`config.mk`:
```
export PLATFORM = sky130hd
export DESIGN_NAME = sc_mux_scan
export DESIGN_NICKNAME = d
export VERILOG_FILES = /design/src/rtl/sc_mux_scan.sv
export SDC_FILE = /design/constraint.sdc
export NUM_CORES = 1
export LEC_CHECK = 0
export CAP_MARGIN = 30
export CORE_ASPECT_RATIO = 1.75
export CORE_UTILIZATION = 41
export CTS_CLUSTER_SIZE = 14
export DETAILED_ROUTE_END_ITERATION = 6
export PLACE_DENSITY = 0.87
export SLEW_MARGIN = 10
export SYNTH_ARGS = -nofsm -noshare
export SYNTH_HDL_FRONTEND = slang
export SYNTH_SLANG_ARGS = --single-unit
export TNS_END_PERCENT = 5
```
`constraint.sdc`:
```
create_clock -name SC_MUXSCAN_CLOCK_50 -period 5.25 [get_ports SC_MUXSCAN_CLOCK_50]
set_input_delay 0.525 -clock SC_MUXSCAN_CLOCK_50 [delete_from_list [all_inputs] [get_ports SC_MUXSCAN_CLOCK_50]]
set_output_delay 0.525 -clock SC_MUXSCAN_CLOCK_50 [all_outputs]
set_load 0.02 [all_outputs]
```
`src/rtl/sc_mux_scan.sv`:
```
// sc_mux_scan: N-channel registered data selector with direct (clamped select) and auto-scan modes.
// Latency: 1 cycle from data/select to z; z and channel always describe the same channel.
// Backpressure: none; a new selection is registered every cycle, hold only freezes the scan position.
//
// Ports:
//   SC_MUXSCAN_CLOCK_50        rising-edge clock
//   SC_MUXSCAN_RESET_InHigh    synchronous active-high reset, highest priority
//   SC_MUXSCAN_data_InBUS      packed channels, channel k at [k*W +: W]
//   SC_MUXSCAN_select_InBUS    channel index in direct mode (out of range clamps to N-1)
//   SC_MUXSCAN_mode_In         0 = direct, 1 = scan
//   SC_MUXSCAN_dwell_InBUS     cycles per scanned channel minus 1
//   SC_MUXSCAN_hold_In         freeze scan position
//   SC_MUXSCAN_chmask_InBUS    (SC_MUXSCAN_CHMASK_EN only) per-channel scan enable
//   SC_MUXSCAN_z_OutBUS        registered selected data
//   SC_MUXSCAN_channel_OutBUS  index of the channel currently on z
//   SC_MUXSCAN_valid_Out       high on every edge after reset
//   SC_MUXSCAN_wrap_Out        one-cycle pulse when the scan returns to its first channel
// Optional build macro: SC_MUXSCAN_CHMASK_EN adds the channel mask (undefined: all channels scanned).

module sc_mux_scan #(
   parameter int NUMBER_DATAWIDTH  = 8,
   parameter int NUMBER_CHANNELS   = 10,
   parameter int NUMBER_SELWIDTH   = 4,
   parameter int NUMBER_DWELLWIDTH = 8
) (
   input  logic                                        SC_MUXSCAN_CLOCK_50,
   input  logic                                        SC_MUXSCAN_RESET_InHigh,
   input  logic [NUMBER_CHANNELS*NUMBER_DATAWIDTH-1:0] SC_MUXSCAN_data_InBUS,
   input  logic [NUMBER_SELWIDTH-1:0]                  SC_MUXSCAN_select_InBUS,
   input  logic                                        SC_MUXSCAN_mode_In,
   input  logic [NUMBER_DWELLWIDTH-1:0]                SC_MUXSCAN_dwell_InBUS,
   input  logic                                        SC_MUXSCAN_hold_In,
`ifdef SC_MUXSCAN_CHMASK_EN
   input  logic [NUMBER_CHANNELS-1:0]                  SC_MUXSCAN_chmask_InBUS,
`endif
   output logic [NUMBER_DATAWIDTH-1:0]                 SC_MUXSCAN_z_OutBUS,
   output logic [NUMBER_SELWIDTH-1:0]                  SC_MUXSCAN_channel_OutBUS,
   output logic                                        SC_MUXSCAN_valid_Out,
   output logic                                        SC_MUXSCAN_wrap_Out
);

   typedef enum logic {STATE_DIRECT, STATE_SCAN} stateType;

   localparam logic [NUMBER_SELWIDTH-1:0] LAST_CH = NUMBER_SELWIDTH'(NUMBER_CHANNELS - 1);

   stateType                     stateReg, stateNxt;
   logic [NUMBER_DWELLWIDTH-1:0] cntReg, cntNxt;
   logic [NUMBER_SELWIDTH-1:0]   nxtCh;
   logic [NUMBER_SELWIDTH-1:0]   advCh;     // channel a scan advance moves to
   logic [NUMBER_SELWIDTH-1:0]   firstCh;   // channel a scan starts on
   logic                         advWrap;   // an advance to advCh passes the top of the scan
   logic                         wrapNxt;
   logic [NUMBER_DATAWIDTH-1:0]  chanData [NUMBER_CHANNELS];

   for (genvar g = 0; g < NUMBER_CHANNELS; g++) begin : g_unpack
      assign chanData[g] = SC_MUXSCAN_data_InBUS[g*NUMBER_DATAWIDTH +: NUMBER_DATAWIDTH];
   end

`ifdef SC_MUXSCAN_CHMASK_EN
   logic [NUMBER_SELWIDTH-1:0] cand;
   logic                       found;

   // Search the enabled channels circularly starting just above the current one.
   // An empty mask leaves advCh on the current channel with no wrap.
   always_comb begin
      firstCh = '0;
      advCh   = SC_MUXSCAN_channel_OutBUS;
      found   = 1'b0;
      cand    = '0;
      for (int k = NUMBER_CHANNELS - 1; k >= 0; k--) begin
         if (SC_MUXSCAN_chmask_InBUS[k]) firstCh = NUMBER_SELWIDTH'(k);
      end
      for (int i = 1; i <= NUMBER_CHANNELS; i++) begin
         if (int'(SC_MUXSCAN_channel_OutBUS) + i >= NUMBER_CHANNELS)
            cand = NUMBER_SELWIDTH'(int'(SC_MUXSCAN_channel_OutBUS) + i - NUMBER_CHANNELS);
         else
            cand = NUMBER_SELWIDTH'(int'(SC_MUXSCAN_channel_OutBUS) + i);
         if (!found && SC_MUXSCAN_chmask_InBUS[cand]) begin
            found = 1'b1;
            advCh = cand;
         end
      end
      advWrap = found && (advCh <= SC_MUXSCAN_channel_OutBUS);
   end
`else
   assign firstCh = '0;
   assign advWrap = (SC_MUXSCAN_channel_OutBUS >= LAST_CH);
   assign advCh   = advWrap ? '0 : SC_MUXSCAN_channel_OutBUS + 1'b1;
`endif

   // Next-channel selection. mode=0 always wins and applies the direct rule on the
   // same edge, so leaving scan never costs a cycle.
   always_comb begin
      stateNxt = stateReg;
      cntNxt   = cntReg;
      nxtCh    = SC_MUXSCAN_channel_OutBUS;
      wrapNxt  = 1'b0;
      if (!SC_MUXSCAN_mode_In) begin
         stateNxt = STATE_DIRECT;
         cntNxt   = '0;
         nxtCh    = (SC_MUXSCAN_select_InBUS > LAST_CH) ? LAST_CH : SC_MUXSCAN_select_InBUS;
      end else if (stateReg == STATE_DIRECT) begin
         stateNxt = STATE_SCAN;
         cntNxt   = '0;
         nxtCh    = firstCh;
      end else if (SC_MUXSCAN_hold_In) begin
         // position and dwell count frozen; z still refreshes from live data
      end else if (cntReg < SC_MUXSCAN_dwell_InBUS) begin
         cntNxt = cntReg + 1'b1;
      end else begin
         // >= so that lowering dwell mid-period advances immediately
         cntNxt  = '0;
         nxtCh   = advCh;
         wrapNxt = advWrap;
      end
   end

   always_ff @(posedge SC_MUXSCAN_CLOCK_50) begin
      if (SC_MUXSCAN_RESET_InHigh) begin
         stateReg                  <= STATE_DIRECT;
         cntReg                    <= '0;
         SC_MUXSCAN_channel_OutBUS <= '0;
         SC_MUXSCAN_z_OutBUS       <= '0;
         SC_MUXSCAN_valid_Out      <= 1'b0;
         SC_MUXSCAN_wrap_Out       <= 1'b0;
      end else begin
         stateReg                  <= stateNxt;
         cntReg                    <= cntNxt;
         SC_MUXSCAN_channel_OutBUS <= nxtCh;
         SC_MUXSCAN_z_OutBUS       <= chanData[nxtCh];
         SC_MUXSCAN_valid_Out      <= 1'b1;
         SC_MUXSCAN_wrap_Out       <= wrapNxt;
      end
   end

endmodule

```
==> results, run 1 <==
- The synthesized netlist occupies a cell area of 1830 um2.
- The number of vias per cell is 5.37.
- Across every metal layer, demand over resource in global routing totals 0.243.
- After clock tree synthesis, the flow added hold-fix buffers numbering 0.
- Tracing the worst setup path back leads to its startpoint at SC_MUXSCAN_dwell_InBUS[1].
- The arrival time reported for the critical path endpoint is 3.66 ns.
- The flow ran to the end, and the final reports show no timing, DRC or antenna violations.
- The routed via count is 1891.
- The count of flip-flops with a built-in enable after synthesis is 0.
- The initial antenna violation count is 0.
- The boundary pin count is 110.
- The period utilization is 0.660.
- The number of H-tree levels is 1.
- Timing would allow up to 0.288 GHz.
- The TritonCTS clock tree is yes.
- For the final database, setup skew stands at 0.000942 ns.
- The endpoint required time on the critical path is 5.44 ns.
- The routability congestion estimate from global placement is 0.828.
- For this run, design rule violations remaining after detail routing come to 0.
- The via count of the first global-routing pass is 2022.
- The register bit total from synthesis is 23.
- The worst register-to-register path has a depth of 9.
- Row generation in the floorplan step produced 31 rows.
- The class of the tightest hold or removal check is reg -> reg.
- The tool flagged a number of max-cap violations equal to 0.
- In this run, CTS created clock tree buffers numbering 3.
- The largest individual stage delay along the critical path comes from the cell sky130_fd_sc_hd__a32oi_2.
- From synthesis to final layout, the design area changed by 62.2%.
- The total setup buffers inserted after CTS is 0.
- The clock net in this run drives a total of 23 sinks.
- The final critical-path setup slack is 1.78 ns.
- The total detailed-routing wirelength is 5380 um.
- The signal on the critical path passes through clkdlybuf4s50_1 > inv_1 > ha_1 > a2111o_1 > a31o_2 > mux2i_1 > a32oi_2 > buf_4 > mux2i_1 > a22oi_1 > o21ai_1.
- The worst IR drop on VDD is 0.188 mV.
- Counting every net in the synthesized netlist gives 304.
- For this configuration, the core starts out at a cell density of 0.437.
- In this run the remaining antenna-violating nets after routing total 0.
- The count of final hold-check violations is 0.
- The count of different cell masters after synthesis is 39.
- The critical path's largest stage delay is 0.80 ns.
- Measured along the y axis, the die boundary spans 90.4 um.
- The mean instance size in the synthesized netlist is 9.29 um2.
- The type of element launching the critical path is an input pin.
- Clock-pin slew was measured on the worst setup and hold paths at 0.08 ns.
- The category of the worst setup path capture point is a flop.
- The buffer type at the clock tree root is sky130_fd_sc_hd__clkbuf_8.
- Of all flip-flops after synthesis, the portion carrying an async set or reset was 0.
- The most common cell type on the critical path is sky130_fd_sc_hd__mux2i_1.
- The beginning of the worst register-to-register path is cntReg[1]$_SDFFE_PP0N_.
- The final-report max-slew violation count is 0.
- Detailed placement ended at an HPWL of 4690 um.
- Headroom to the max-slew limit came out at 0.354.
- The detailed-router iteration count before antenna repair is 4.
- Setup repair after global routing left no endpoint under its margin.
- The smallest clock period supported by the final layout is computed as 3.47 ns.
- The die extent in x is 52.5 um.
- Following the worst setup path forward leads to its endpoint at SC_MUXSCAN_z_OutBUS[5]$_SDFF_PP0_.
- In the final layout, the share of cells above drive strength 1 is 0.0363.
- The share of the Yosys chip area taken by registers is 0.252.
- Setup total negative slack on the finished layout was measured at 0 ns.
- The path type of the worst setup path is in -> reg.
- For the worst-skew pair, the clock arrives at the later sink with an insertion delay of 0.26 ns.
- Yosys printed 0 warnings.
- The worst register-to-register path has a setup slack of 2.09 ns.
- In the synthesized netlist, the number of instances is 197.
- The terminus of the critical flop-to-flop path is SC_MUXSCAN_z_OutBUS[5]$_SDFF_PP0_.
- The total area inside the core boundary comes to 4190 um2.
- Dividing the detail-routed wire length by the instance count gives 15.3 um.
- In this run the tool buffered the top-level ports with 109 buffer cells.
- Entering global routing, the biggest net connects 26 pins.
- The total inserted antenna cells is 0.
- The areal power density over the cells is 161 nW/um2.
- The area of the die is 4740 um2.
- In the synthesized netlist the dominant register cell turns out to be sky130_fd_sc_hd__dfxtp_1.
- The count of non-filler cells in the finished layout is 352.
- Once placement completed, the tool counted placed cells totaling 348.
- Of all nets on the critical path, the largest fanout is 14.
- At the end of the flow, the number of nets in the layout was 411.
- The analysis attributes to cell leakage a power of 1.39 nW.
- At the pin with the least slew margin, the transition time is 0.969 ns.
- OpenSTA, run right after detailed placement, puts the worst setup slack at 1.53 ns.
- The first global-routing pass estimated 8690 um of wire.
- The count of cells resized by post-cts repair is 0.
- The global-route congestion overflow total is 0.
- The number of DRC violations after detailed-routing iteration 0 is 10.
- The final count of negative-setup-slack endpoints is 0.
- The maximum buffer depth of the clock tree is 2.
==> worst max-delay path, delay by kind of cell <==
family          cells  cell delay [ns]
compound gates      5             1.68
fa+ha+maj           1             0.29
buf+inv             3             0.80
mux                 2             0.35
==> sequential cells by signal, indices dropped and copies added, names as in the netlist <==
register,cells
SC_MUXSCAN_z_OutBUS,8
cntReg,8
SC_MUXSCAN_channel_OutBUS,4
SC_MUXSCAN_valid_Out,1
SC_MUXSCAN_wrap_Out,1
stateReg,1
==> worst min-delay path by stage <==
| stage | from | end | slack [ns] | cells past startpoint |
|---|---|---|---|---|
| after floorplan | cntReg[7]$_SDFFE_PP0N_ | cntReg[7]$_SDFFE_PP0N_ | 0.48 | 2 |
| after global placement | cntReg[7]$_SDFFE_PP0N_ | cntReg[7]$_SDFFE_PP0N_ | 0.53 | 2 |
| after global routing | cntReg[7]$_SDFFE_PP0N_ | cntReg[7]$_SDFFE_PP0N_ | 0.59 | 2 |
| final | cntReg[7]$_SDFFE_PP0N_ | cntReg[7]$_SDFFE_PP0N_ | 0.58 | 2 |
| after detailed placement | cntReg[7]$_SDFFE_PP0N_ | cntReg[7]$_SDFFE_PP0N_ | 0.56 | 2 |
| after CTS | stateReg$_SDFF_PP0_ | SC_MUXSCAN_wrap_Out$_SDFF_PP0_ | 0.57 | 1 |
==> power by group <==
part / switching (W) / internal (W)
combinational: 0.0000703 / 0.000113
clock: 0.0000532 / 0.0000528
sequential: 0.00000585 / 0.000183
==> metal layers <==
metal / GRT usage / part of all wire
met5: 0 / 0
met4: 0.101 / 0.030
met3: 0.0488 / 0.067
met2: 0.481 / 0.58
met1: 0.214 / 0.33
==> cells in the mapped netlist (2+ instances only) <==
cell type,count,area [um2]
sky130_fd_sc_hd__inv_1,12,45.0
sky130_fd_sc_hd__a22oi_1,8,60.1
sky130_fd_sc_hd__ha_1,11,138
sky130_fd_sc_hd__a21oi_1,5,25.0
sky130_fd_sc_hd__a32oi_1,2,17.5
sky130_fd_sc_hd__nand3_1,3,15.0
sky130_fd_sc_hd__clkbuf_1,2,7.51
sky130_fd_sc_hd__dfxtp_1,23,460
sky130_fd_sc_hd__and3_1,3,18.8
sky130_fd_sc_hd__buf_6,5,56.3
sky130_fd_sc_hd__xor2_1,6,52.6
sky130_fd_sc_hd__nor2b_1,3,18.8
sky130_fd_sc_hd__o21ai_1,8,40.0
sky130_fd_sc_hd__mux2i_1,58,581
sky130_fd_sc_hd__nand2_1,7,26.3
sky130_fd_sc_hd__o21ai_0,2,10.0
sky130_fd_sc_hd__nand4_1,3,18.8
sky130_fd_sc_hd__nor2_1,15,56.3
==> cell type report <==
class                   instances  area [um2]
inverters                      12        45.0
multi-input cells             153        1250
clock inverters                 1        5.00
clock buffers                   3        41.3
flip-flops and latches         23         460
repair buffers                111        1110
well taps                      49        61.3
fillers                       323        1220
==> cell families after synthesis <==
family,after synthesis,share of synthesized area
AO/OA/AOI/OAI,34,0.125
buffers and inverters,21,0.0704
AND/OR/NAND/NOR,43,0.127
multiplexers,58,0.317
flip-flops,23,0.252
adder cells (fa/ha/maj),11,0.0752
XOR/XNOR,7,0.0335
==> per-stage QoR <==
stage                util  power [W]  hold WS [ns]  instance area (um2)
floorplan               -   0.000276         0.483                 1830
global placement    0.697   0.000374         0.533                 2920
detailed placement  0.697   0.000378         0.557                 2920
CTS                 0.708   0.000482         0.572                 2970
global route        0.708   0.000504         0.590                 2970
finish              0.708   0.000479         0.578                 2970
==> placed cells by master, fill, tap and decap left out, drive strengths merged, types with 5 or more instances in the layout <==
cell type,synthesis,final
clkdlybuf4s50,0,109
mux2i,58,58
dfxtp,23,23
nor2,15,15
inv,12,12
ha,11,11
o21ai,10,10
a22oi,8,8
nand2,7,7
xor2,6,6
a21oi,5,5
Note: power is estimated with default switching activity, not from simulation.
==> run 2: changes to the inputs <==
--- a/config.mk
+++ b/config.mk
@@ -7,10 +7,10 @@
 export LEC_CHECK = 0
 export CAP_MARGIN = 30
 export CORE_ASPECT_RATIO = 1.75
-export CORE_UTILIZATION = 41
+export CORE_UTILIZATION = 34
 export CTS_CLUSTER_SIZE = 14
 export DETAILED_ROUTE_END_ITERATION = 6
-export PLACE_DENSITY = 0.87
+export PLACE_DENSITY = 0.77
 export SLEW_MARGIN = 10
 export SYNTH_ARGS = -nofsm -noshare
 export SYNTH_HDL_FRONTEND = slang
==> constraint.sdc (replaced) <==
create_clock -name SC_MUXSCAN_CLOCK_50 -period 2.9 [get_ports SC_MUXSCAN_CLOCK_50]
set_input_delay 0.29 -clock SC_MUXSCAN_CLOCK_50 [delete_from_list [all_inputs] [get_ports SC_MUXSCAN_CLOCK_50]]
set_output_delay 0.29 -clock SC_MUXSCAN_CLOCK_50 [all_outputs]
set_load 0.02 [all_outputs]
==> run 2 against run 1 <==
The run now ends with design-rule violations left; count of clock-buffer cells in the layout did not move; die area rose by 20%; sequential power rose by 80%; global-route usage fell by 4.5 points; non-clock buffer count rose by 11; critical path type unchanged; largest power group is now combinational logic; highest routed layer unchanged.
==> results, run 2 (same netlist as run 1, synthesis figures left out) <==
- The final count of negative-setup-slack endpoints is 0 (unchanged).
- The count of final hold-check violations came to 0 (unchanged).
- STA classifies the critical path endpoint as a flop.
- The startpoint identified for the worst hold timing path is cntReg[7]$_SDFFE_PP0N_.
- The count of buffer and inverter cells on the critical path is 3 (unchanged).
- The max-slew headroom at the worst pin came to 0.775 (+0.421).
- The count of non-filler cells in the finished layout is 369 (+4.8%).
- The routability congestion estimate from global placement is 0.858 (+3.7%).
- The setup slack after placement was -0.223 ns (-1.75 ns).
- The arrival time reported for the critical path endpoint came to 2.98 ns (-0.68 ns).
- The half-perimeter wire length of the detailed placement result was 4720 um (+0.77%).
- The run finished, with violations left.
- The leakage component of the power is 1.46 nW (+4.6%).
- The library cells used most frequently in the layout, excluding fill and tap cells, are sky130_fd_sc_hd__clkdlybuf4s50_1 (109), sky130_fd_sc_hd__mux2i_1 (57), sky130_fd_sc_hd__dfxtp_1 (23).
- The number of routed nets with antenna violations is 0 (unchanged).
- The critical path's largest stage delay is 0.47 ns (-0.33 ns).
- The path with the worst hold slack has its endpoint at cntReg[7]$_SDFFE_PP0N_.
- The number of buffers added on ports is 109 (unchanged).
- The fraction of final layout cells with drive strength greater than 1 came to 0.0828 (+0.0465).
- The chip height is 99.0 um (+9.6%).
- The TritonCTS clock tree is yes.
- The endpoint required time on the critical path is 3.05 ns (-2.39 ns).
- The clock latency of the later-clocked register in the worst-skew pair is 0.26 ns (about the same).
- The actual transition at the worst max-transition pin is 0.336 ns (-0.633 ns).
- The worst IR drop on VDD is 0.211 mV (+13%).
- The number of H-tree levels is 1 (unchanged).
- The worst setup path is launched from an input pin.
- Broken down by cell family, the worst path's largest delay share belongs to compound AO/OA/AOI/OAI gates.
- The total of hold buffers inserted after clock tree synthesis is 0 (unchanged).
- The die extent in x came to 57.4 um (+9.4%).
- The final total negative setup slack was 0 ns (unchanged).
- The final-layout fill cell count is 464 (+44%).
- The number of DRC violations after detailed-routing iteration 0 was 52 (+42).
- The worst hold path stage count is 2 (unchanged).
- The maximum buffer depth of the clock tree is 2 (unchanged).
- The final-report max-slew violation count is 0 (unchanged).
- The placement row count is 35 (+13%).
- The checks that failed: design-rule violations.
- In this run the critical register-to-register path is captured at SC_MUXSCAN_z_OutBUS[7]$_SDFF_PP0_.
- The critical path depth is 11 (unchanged).
- The total inserted antenna cells is 0 (unchanged).
- The detailed-router iteration count before antenna repair is 6 (+2).
- The utilization after layout is 0.597 (-0.111).
- The routed via count is 1893 (+0.11%).
- The wire length of the first global-routing pass came to 8690 um (about the same).
- The buffer type at the clock tree root is sky130_fd_sc_hd__clkbuf_8.
- The total instance count after detailed placement was 365 (+4.9%).
- The total power draw is 0.000893 W (+87%).
- The CTS clock-pin slew for the worst setup and hold paths came to 0.08 ns (about the same).
- The total setup buffers inserted after CTS is 0 (unchanged).
- The area of the die was 5690 um2 (+20%).
- The initial antenna violation count is 0 (unchanged).
- The routed design could run at a clock period as short as 2.83 ns.
- The areal power density over the cells was 287 nW/um2 (+78%).
- The length in cells of the worst reg-to-reg path is 11 (+2).
- The total clock buffers created by CTS is 3 (unchanged).
- The final critical-path setup slack is 0.0712 ns (-1.71 ns).
- The number of vias per cell is 5.13 (-4.5%).
- The initial standard-cell utilization of the core is 0.351 (-0.0857).
- The pin count of the biggest net entering global routing is 19 (-27%).
- The post-route clock skew was 0.00329 ns (+0.00235 ns).
- Walking the worst path, the cells encountered are clkdlybuf4s50_1 > inv_1 > ha_1 > a2111o_1 > a311o_1 > and3_4 > buf_4 > mux2i_1 > mux2i_1 > a22oi_1 > o21ai_1.
- The area growth from synthesis to layout is 70.2%.
- The routed length per instance came to 14.7 um (-3.8%).
- The most common cell type on the critical path is sky130_fd_sc_hd__mux2i_1.
- The area of the core came to 5210 um2 (+24%).
- The tightest min-delay check is of the reg -> reg type.
- The boundary pin count is 110 (unchanged).
- The net count reported at finish is 422 (+2.7%).
- The largest registers in the layout are SC_MUXSCAN_z_OutBUS: 8 flops, cntReg: 8 flops, SC_MUXSCAN_channel_OutBUS: 4 flops.
- The highest net fanout along the worst path is 13 (-1).
- Leaving out fill and tap cells, the most frequent cell in the layout is sky130_fd_sc_hd__clkdlybuf4s50_1.
- The flip-flop and latch area came to 460 um2 (unchanged).
- The via count of the first global-routing pass is 1954 (-3.4%).
- Setup repair after global routing left no endpoint under its margin.
- The beginning of the worst register-to-register path is SC_MUXSCAN_channel_OutBUS[1]$_SDFF_PP0_.
- The count of unresolved DRC violations after routing is 5 (+5).
- The worst setup path is of the in -> reg kind.
- The total detailed-routing wirelength is 5430 um (+0.80%).
- The all-layer global routing usage is 0.197 (-0.0455).
- The combined area of the multi-input logic cells is 1270 um2 (+2.1%).
- The global-route congestion overflow total is 0 (unchanged).
- On the critical path, the stage with the largest delay is an instance of sky130_fd_sc_hd__a2111o_1.
- The period utilization is 0.975.
- The reg2reg setup slack is 0.22 ns (-1.87 ns).
- The number of sinks on the clock net is 23 (unchanged).
- Timing would allow up to 0.354 GHz.
- The number of max-cap violations is 0 (unchanged).
==> run 2: cell types whose count changed in the layout (fill, tap and decap cells not counted), sizes merged <==
cell,delta
buf,+11
==> run 2: per-layer routing <==
metal  wire length [um]  track usage  vias up  part of all wire
li1                   -            -      959                 -
met1               1620        0.167      837              0.30
met2               3290        0.423       85              0.61
met3                391       0.0459       12             0.072
met4                122       0.0488        0             0.022
met5                  0            0        -                 0
==> run 2: what timing repair did <==
item | 4_1_cts | 5_1_grt
setup endpoints to repair | 0 | 6
resized for setup | 0 | 7
hold endpoints to repair | 0 | 0
==> run 2: cell type report <==
| type | instances | area share |
|---|---|---|
| inverter | 12 | 0.0145 |
| sequential | 23 | 0.148 |
| clock buffer | 3 | 0.0133 |
| multi-input combinational | 153 | 0.410 |
| clock inverter | 1 | 0.00161 |
| tap | 55 | 0.0221 |
| timing repair buffer | 122 | 0.391 |
==> run 2: report_power, final <==
group,switching (W),internal [W],total [W]
combinational,0.000132,0.000221,0.000353
clock,0.000103,0.0000958,0.000199
sequential,0.00000886,0.000332,0.000341
==> run 2: worst reg2reg max path, delay by kind of cell (launching register included) <==
family	cells	cell delay, ns
and+or+nand+nor	2	0.58
buffers and inverters	2	0.29
muxes	2	0.35
adders and majority gates	1	0.17
DFF	1	0.38
AOI/OAI and AO/OA	4	0.80
==> run 2: worst max-delay path by stage <==
stage / from / to / slack [ns]
global placement: SC_MUXSCAN_dwell_InBUS[1] / SC_MUXSCAN_z_OutBUS[7]$_SDFF_PP0_ / -0.16
CTS: SC_MUXSCAN_dwell_InBUS[1] / SC_MUXSCAN_z_OutBUS[7]$_SDFF_PP0_ / 0.06
detailed placement: SC_MUXSCAN_dwell_InBUS[1] / SC_MUXSCAN_z_OutBUS[7]$_SDFF_PP0_ / -0.22
global route: SC_MUXSCAN_dwell_InBUS[1] / SC_MUXSCAN_z_OutBUS[7]$_SDFF_PP0_ / 0.01
finish: SC_MUXSCAN_dwell_InBUS[1] / SC_MUXSCAN_z_OutBUS[7]$_SDFF_PP0_ / 0.07
floorplan: SC_MUXSCAN_channel_OutBUS[1]$_SDFF_PP0_ / SC_MUXSCAN_z_OutBUS[2]$_SDFF_PP0_ / 0.41
==> run 2: through the flow <==
step / cell area (um2) / hold WS, ns
finish: 3110 / 0.550
global route: 3110 / 0.600
CTS: 3080 / 0.559
detailed placement: 3040 / 0.538
global placement: 3040 / 0.536
floorplan: 1830 / 0.358
==> run 3: changes to the inputs <==
--- a/config.mk
+++ b/config.mk
@@ -5,7 +5,6 @@
 export SDC_FILE = /design/constraint.sdc
 export NUM_CORES = 1
 export LEC_CHECK = 0
-export CAP_MARGIN = 30
 export CORE_ASPECT_RATIO = 1.75
 export CORE_UTILIZATION = 34
 export CTS_CLUSTER_SIZE = 14
==> results of run 3 <==
Same layout as run 2: the final DEF is identical, and so are final timing and power.
